--- src/rtl/pkt_pingpong_ctl.sv ---
// Ping-pong packet buffer controller: packs 16-bit PCM samples into alternating 512-byte BRAM banks
// and launches the Ethernet transmitter on each full bank. Optional feature macro: PKT_SEQ_EN.
module pkt_pingpong_ctl #(
    parameter int SAMPLES = 240,
    parameter int HDR     = 16
) (
    input  logic        clk,
    input  logic        rst_n,
    input  logic        smp_stb,
    input  logic [15:0] smp_data,
    output logic        smp_rdy,
    output logic        bram_wr_en,
    output logic [9:0]  bram_wr_addr,
    output logic [7:0]  bram_wr_data,
    output logic        tx_start,
    output logic [9:0]  tx_base,
    output logic [9:0]  tx_len,
    input  logic        tx_busy,
    output logic        ovf,
    output logic [7:0]  ovf_cnt
);

    typedef enum logic [2:0] {
        IDLE   = 3'd0,
        WR_LO  = 3'd1,
        WR_HI  = 3'd2,
`ifdef PKT_SEQ_EN
        SEQ_LO = 3'd3,
        SEQ_HI = 3'd4,
`endif
        LAUNCH = 3'd5
    } state_t;

    localparam logic [9:0] TX_LEN = 10'(HDR + 2 * SAMPLES);

    function automatic logic [7:0] sat_inc8(input logic [7:0] v);
        return (v == 8'hFF) ? v : v + 8'd1;
    endfunction

    state_t      state, state_nx;
    logic        bank, bank_nx;
    logic [8:0]  idx, idx_nx;
    logic        in_flight, in_flight_nx;
    logic        seen_busy, seen_busy_nx;
    logic [7:0]  hi_byte, hi_byte_nx;
    logic        smp_rdy_nx;
    logic        wr_en_nx;
    logic [9:0]  wr_addr_nx;
    logic [7:0]  wr_data_nx;
    logic        tx_start_nx;
    logic [9:0]  tx_base_nx;
    logic        ovf_nx;
    logic [7:0]  ovf_cnt_nx;
    logic        enter_launch;
    logic [8:0]  pay_off;
    logic        last_smp;
`ifdef PKT_SEQ_EN
    logic [15:0] seq, seq_nx;
`endif

    assign tx_len   = TX_LEN;
    assign pay_off  = 9'(HDR) + {idx[7:0], 1'b0};
    assign last_smp = ((idx + 9'd1) == 9'(SAMPLES));

    // Next-state, bookkeeping and next-output computation; outputs are registered from these
    always_comb begin
        state_nx     = state;
        bank_nx      = bank;
        idx_nx       = idx;
        hi_byte_nx   = hi_byte;
        seen_busy_nx = seen_busy | (in_flight & tx_busy);
        in_flight_nx = in_flight & ~(seen_busy & ~tx_busy);
        wr_en_nx     = 1'b0;
        wr_addr_nx   = bram_wr_addr;
        wr_data_nx   = bram_wr_data;
        tx_start_nx  = 1'b0;
        tx_base_nx   = tx_base;
        ovf_nx       = 1'b0;
        ovf_cnt_nx   = ovf_cnt;
        enter_launch = 1'b0;
`ifdef PKT_SEQ_EN
        seq_nx       = seq;
`endif
        case (state)
            IDLE: begin
                if (smp_stb && smp_rdy) begin
                    state_nx   = WR_LO;
                    hi_byte_nx = smp_data[15:8];
                    wr_en_nx   = 1'b1;
                    wr_addr_nx = {bank, pay_off};
                    wr_data_nx = smp_data[7:0];
                end else begin
                    state_nx = IDLE;
                end
            end
            WR_LO: begin
                state_nx   = WR_HI;
                wr_en_nx   = 1'b1;
                wr_addr_nx = {bank, pay_off + 9'd1};
                wr_data_nx = hi_byte;
            end
            WR_HI: begin
                idx_nx = idx + 9'd1;
                if (last_smp) begin
`ifdef PKT_SEQ_EN
                    state_nx   = SEQ_LO;
                    wr_en_nx   = 1'b1;
                    wr_addr_nx = {bank, 9'(HDR - 2)};
                    wr_data_nx = seq[15:8];
`else
                    enter_launch = 1'b1;
`endif
                end else begin
                    state_nx = IDLE;
                end
            end
`ifdef PKT_SEQ_EN
            SEQ_LO: begin
                state_nx   = SEQ_HI;
                wr_en_nx   = 1'b1;
                wr_addr_nx = {bank, 9'(HDR - 1)};
                wr_data_nx = seq[7:0];
            end
            SEQ_HI: begin
                enter_launch = 1'b1;
            end
`endif
            LAUNCH: begin
                state_nx = IDLE;
            end
            default: begin
                state_nx = IDLE;
            end
        endcase

        // Decision uses in_flight as registered now, so a clear landing on the LAUNCH edge is missed
        if (enter_launch) begin
            state_nx = LAUNCH;
            idx_nx   = 9'd0;
`ifdef PKT_SEQ_EN
            seq_nx   = seq + 16'd1;
`endif
            if (!in_flight && !tx_busy) begin
                tx_start_nx  = 1'b1;
                tx_base_nx   = {bank, 9'd0};
                in_flight_nx = 1'b1;
                seen_busy_nx = 1'b0;
                bank_nx      = ~bank;
            end else begin
                ovf_nx     = 1'b1;
                ovf_cnt_nx = sat_inc8(ovf_cnt);
            end
        end else begin
            ovf_nx = 1'b0;
        end

        smp_rdy_nx = (state_nx == IDLE);
    end

    // State, bookkeeping and output registers with synchronous active-low reset
    always_ff @(posedge clk) begin
        if (!rst_n) begin
            state        <= IDLE;
            bank         <= 1'b0;
            idx          <= 9'd0;
            in_flight    <= 1'b0;
            seen_busy    <= 1'b0;
            hi_byte      <= 8'd0;
            smp_rdy      <= 1'b1;
            bram_wr_en   <= 1'b0;
            bram_wr_addr <= 10'd0;
            bram_wr_data <= 8'd0;
            tx_start     <= 1'b0;
            tx_base      <= 10'd0;
            ovf          <= 1'b0;
            ovf_cnt      <= 8'd0;
`ifdef PKT_SEQ_EN
            seq          <= 16'd0;
`endif
        end else begin
            state        <= state_nx;
            bank         <= bank_nx;
            idx          <= idx_nx;
            in_flight    <= in_flight_nx;
            seen_busy    <= seen_busy_nx;
            hi_byte      <= hi_byte_nx;
            smp_rdy      <= smp_rdy_nx;
            bram_wr_en   <= wr_en_nx;
            bram_wr_addr <= wr_addr_nx;
            bram_wr_data <= wr_data_nx;
            tx_start     <= tx_start_nx;
            tx_base      <= tx_base_nx;
            ovf          <= ovf_nx;
            ovf_cnt      <= ovf_cnt_nx;
`ifdef PKT_SEQ_EN
            seq          <= seq_nx;
`endif
        end
    end

endmodule

--- config.mk ---
export PLATFORM = sky130hd
export DESIGN_NAME = pkt_pingpong_ctl
export DESIGN_NICKNAME = d
export VERILOG_FILES = /design/src/rtl/pkt_pingpong_ctl.sv
export SDC_FILE = /design/constraint.sdc
export NUM_CORES = 1
export LEC_CHECK = 0
export CAP_MARGIN = 20
export CORE_MARGIN = 2
export CORE_UTILIZATION = 53
export CTS_BUF_LIST = sky130_fd_sc_hd__clkbuf_4
export CTS_CLUSTER_SIZE = 28
export DETAILED_ROUTE_END_ITERATION = 7
export PLACE_DENSITY = 0.88
export SLEW_MARGIN = 20
export SYNTH_ARGS = -nofsm -noshare
export SYNTH_HDL_FRONTEND = slang
export SYNTH_SLANG_ARGS = --single-unit
--- constraint.sdc ---
create_clock -name clk -period 3.44 [get_ports clk]
set_input_delay 0.516 -clock clk [delete_from_list [all_inputs] [get_ports clk]]
set_output_delay 0.516 -clock clk [all_outputs]
set_load 0.03 [all_outputs]
# Yosys cells after proc, flatten, opt, wreduce, memory -nomap -nowiden
# Index checks and enable logic that the tools add are counted.
dict set report totals {
  elab_cells 64
  regBits 54
  in_bits 20
}
dict set report op_classes {
  n_bitwise 10
  n_eq_ne 5
  reduce_logical 13
  addsub 4
  n_mux 18
}
# op count
set op_table {}
lappend op_table {{10-bit case mux with 2 select lines} 1}
lappend op_table {{9-bit by 1-bit adder with 9-bit output, second input constant} 2}
lappend op_table {{8-bit case mux with 2 select lines} 1}
lappend op_table {{1-bit 2-to-1 mux} 10}
lappend op_table {{10-bit 2-to-1 mux} 1}
lappend op_table {{5-bit by 9-bit adder with 9-bit output, first input constant} 1}
lappend op_table {{9-bit by 8-bit equality test with 1-bit output, second input constant} 1}
lappend op_table {{3-bit case mux with 3 select lines} 1}
lappend op_table {{8-bit by 1-bit adder with 8-bit output, second input constant} 1}
lappend op_table {{8-bit equality test, second input constant} 1}
lappend op_table {{8-bit 2-to-1 mux} 1}
lappend op_table {{2-bit AND reduction} 4}
lappend op_table {{3-bit logical NOT} 2}
lappend op_table {{3-bit 2-to-1 mux} 2}
lappend op_table {{1-bit NOT} 6}
lappend op_table {{1-bit bitwise AND} 3}
lappend op_table {{3-bit by 1-bit equality test with 1-bit output, second input constant} 1}
lappend op_table {{3-bit by 2-bit equality test with 1-bit output, second input constant} 1}
lappend op_table {{3-bit AND reduction} 1}
lappend op_table {{1-bit logical AND} 2}
lappend op_table {{1-bit logical NOT} 2}
lappend op_table {{2-bit != test, second input constant} 1}
lappend op_table {{1-bit case mux with 2 select lines} 1}
lappend op_table {{2-bit nonzero test} 1}
lappend op_table {{other kinds (2)} 2}

# Longest topological paths before layout
dict set report depth {
  word_depth 6
  mapped_depth 8
  mapped_depth_nobuf 7
}

# Worst setup path after synthesis
# OpenSTA, ideal clock, no wires.
dict set report synth_timing {
  kind {flip-flop to flip-flop}
  startpoint {register idx[0]}
  endpoint {register ovf_cnt[4]}
  path_slack_ns 1.223
  path_buffers 1
  arrival_time_ns 2.098
  synth_period_minus_slack_ns 2.217
  required_time_ns 3.322
  path_stages_with_launch 9
  cell_sequence {dfxtp_1 -> ha_1 -> nand2_1 -> or3_1 -> a2111o_1 -> nor4_4 -> buf_6 -> nand4_4 -> mux2i_1}
}
dict set report synth_via {
  elab_chain_cells 5
}
# element line_no
set synth_lines {}
lappend synth_lines {{start: declaration} 42} ;# logic [8:0] idx, idx_nx;
lappend synth_lines {{start signal: assignment} 183} ;# idx <= idx_nx;
lappend synth_lines {{9-bit by 1-bit adder with 9-bit output} 63} ;# assign last_smp = ((idx + 9'd1) == 9'(SAMPLES));
lappend synth_lines {{9-bit by 8-bit equality test with 1-bit output} 63}
lappend synth_lines {{1-bit 2-to-1 mux} 104} ;# if (last_smp) begin
lappend synth_lines {{1-bit 2-to-1 mux} 84} ;# case (state)
lappend synth_lines {{3-bit AND reduction (no source line)} n/a}
lappend synth_lines {{end signal: assignment} 194} ;# ovf_cnt <= ovf_cnt_nx;
lappend synth_lines {{end: declaration} 20} ;# output logic [7:0] ovf_cnt
# No other way between the ends.
# A chain may end at the register's enable or synchronous reset.

# Worst setup path after layout
dict set report layout_timing {
  startpoint {register idx[0]}
  endpoint {register ovf_cnt[5]}
}
# The elaborated chain is that of the path after synthesis.

==> run summary <==
Core area = 0.00438 mm2
Largest area contributor in the synthesized netlist = dfxtp_1
Critical path class = flip-flop to flip-flop
Worst EP required = 3.76 ns
Hold-fix buffer count after cts = 0
Worst EP arrival = 3.05 ns
Total clock sinks = 54
Worst-Skew Late Latency = 0.38 ns
Total length of routed wires = 4910 um
Setup crit end kind = flip-flop
Max Transition Viols Final = 0
Ys flop type = dfxtp_1
Post-CTS Setup Bufs = 0
Asr flop ratio synth = 0%
Gr usage total = 19.8%
PortBufs = 50
Pre-CTS WS = 0.743 ns
Grt total ovfl = 0
VDD IR max = 0.000207 V
Worst-path fanout max = 12
Post-cts sizing count = 0
Reg area = 0.00108 mm2
Outcome = completed
Leakage Power = 1.13 nW
FILL cells = 369
Nature of the critical path startpoint = flip-flop
DR WL/cell = 12.8 um
Die area = 0.00512 mm2
Worst hold path class = flip-flop to flip-flop
Yosys reg bits = 54
Post-DP HPWL = 3450 um
Sequential share of the synthesized area = 44.7%
CTS H-tree depth = 2
Initial DRT Pass Iterations = 4
Ant diodes = 0
Worst Tran Pin Value = 0.854 ns
First-pass GRT wire length = 7950 um
Minimum clock period = 2.73 ns
Area Growth Syn to Fin = 20.2%
Top cell type's share of synthesized area = 44.7%
Remaining antenna violation count = 0
Die width = 71.6 um
Unrepaired setup endpoints after global routing = false
Top cells by count, synth = 56 x nand2_1, 54 x dfxtp_1, 30 x nor2_1
Initial drt markers = 82
Area of the multi-input gates = 0.00117 mm2
Starting Density = 55.2%
Tcrit/Tclk final = 79.2%
# IOs = 70
Setup violators final = 0
Die height = 71.6 um
Largest net degree at the start of global routing = 29
Avg Inst Size Synth = 8.40 um2
Nets = 354
Syn. warnings = 0
CTS Buf Count = 5
Vias in the first global route = 1775
Synth Area in Simple Gates = 24.8%
F_max = 367 MHz
Synth Instances = 288
Total negative slack = 0 ns
Clock Path Buffers = 2
Worst-path clk slew = 0.14 ns
Mapped cell area = 0.00242 mm2
PwrDens = 397 mW/mm2
Unique masters post-synth = 38
Slew headroom = 42.9%
Xor/xnor cell area share of the yosys netlist = 4.71%
Share of layout cells above drive strength 1 = 4.83%
Top post-synthesis cells by area = dfxtp_1 45%, nand2_1 8.7%, buf_4 5.9%, nor2_1 4.7%, a21oi_1 4.6%
Clock root buffer = clkbuf_4
Vias/cell = 5.26
Setup ws final = 0.714 ns
Mux cell area share after synthesis = 2.07%
Synth Area in Adders = 2.07%
CTS tree = built
Via count = 2013
Row count = 24
Remaining DRCs = 0
Initial antenna violation count = 0
Routability Congestion = 0.779
Post-synth EDFFs = 0
Compound-gate portion of the synthesized area = 11.9%
Fin. Hold Viols = 0
Max Cap Violations = 0
Layout Skew = 0.00856 ns
Main combinational cell family by area after synthesis = simple AND/OR/NAND/NOR gates
Leading cell type by number of instances after synthesis = nand2_1
-- per-stage QoR --
| stage | power, W | hold WS (ns) | utilization, % | cells | instance area [um2] |
|---|---|---|---|---|---|
| after floorplan | 0.000829 | 0.437 | - | 305 | 2480 |
| after global placement | 0.000883 | 0.443 | 65.1 | 375 | 2850 |
| after detailed placement | 0.000887 | 0.450 | 65.1 | 375 | 2850 |
| after CTS | 0.00116 | 0.470 | 66.3 | 383 | 2910 |
| after global routing | 0.00120 | 0.495 | 66.3 | 383 | 2910 |
| final | 0.00115 | 0.471 | 66.3 | 383 | 2910 |
-- kinds of logic after synthesis --
logic type | after synthesis
and+or+nand+nor | 126
DFF | 54
AOI/OAI and AO/OA | 45
buffers and inverters | 39
xor gates and xnor gates | 13
muxes | 5
adders and majority gates | 4
other | 2
-- metal layers --
layer | vias up | global-route usage, % | wire length (um)
met4 | 0 | 7.97 | 91
met2 | 63 | 32.6 | 2370
li1 | 1013 | - | -
met1 | 928 | 24.6 | 2170
met3 | 9 | 5.34 | 277
met5 | - | 0 | 0
-- final timing paths --
check	slack, ns	cells after the start	startpoint	endpoint
worst max register to register	0.71	7	idx[0]	ovf_cnt[5]
worst min-delay path	0.47	2	hi_byte[0]	hi_byte[0]
worst min register to register	0.47	2	hi_byte[0]	hi_byte[0]
worst max-delay path	0.71	7	idx[0]	ovf_cnt[5]
-- sequential cells by signal, summed over array words and instances, names as in the netlist, 3 cells and up --
register and cells:
ovf_cnt 8, hi_byte 8, state 3, bram_wr_addr 10
bram_wr_data 8, idx 9
-- worst max-delay path, cell delays in order, from the launching register on --
cell and delay, ns:
dfxtp_1 0.45, ha_1 0.26, nand2_1 0.10, or3_1 0.36, a2111o_1 0.47, nor4_4 0.56, and3_1 0.28, mux2i_1 0.18
-- where the power goes --
part	internal, W	switching, W	leakage [nW]
clock network	0.0000852	0.000195	0.0331
logic	0.0000740	0.000133	0.661
registers	0.000653	0.0000144	0.439
-- layout make-up --
cell class                      count  share of cell area [%]
Clock buffer                        6                    1.55
Clock inverter                      2                   0.301
Inverter                            5                   0.645
Multi-Input combinational cell    212                    40.4
Sequential cell                    54                    37.2
Tap cell                           52                    2.24
Timing Repair Buffer               52                    17.7
-- cell usage in the layout (no fill, tap or decap), drive strengths merged, types with 2 or more instances in the layout --
master / Yosys / routed
and3: 3 / 3
nand2: 56 / 56
a21oi: 22 / 22
mux2i: 5 / 5
clkdlybuf4s50: 0 / 50
inv: 4 / 4
dfxtp: 54 / 54
nor3: 5 / 5
nand4: 3 / 3
clkbuf: 11 / 6
and2: 4 / 4
xor2: 7 / 7
nand3: 13 / 13
a311oi: 8 / 8
ha: 4 / 4
a211oi: 4 / 4
xnor2: 6 / 6
conb: 2 / 19
or3: 2 / 2
nand2b: 6 / 6
clkinv: 1 / 3
nor2: 30 / 30
buf: 23 / 2
o21ai: 5 / 5
No activity file was read; power rests on OpenSTA's default activity.
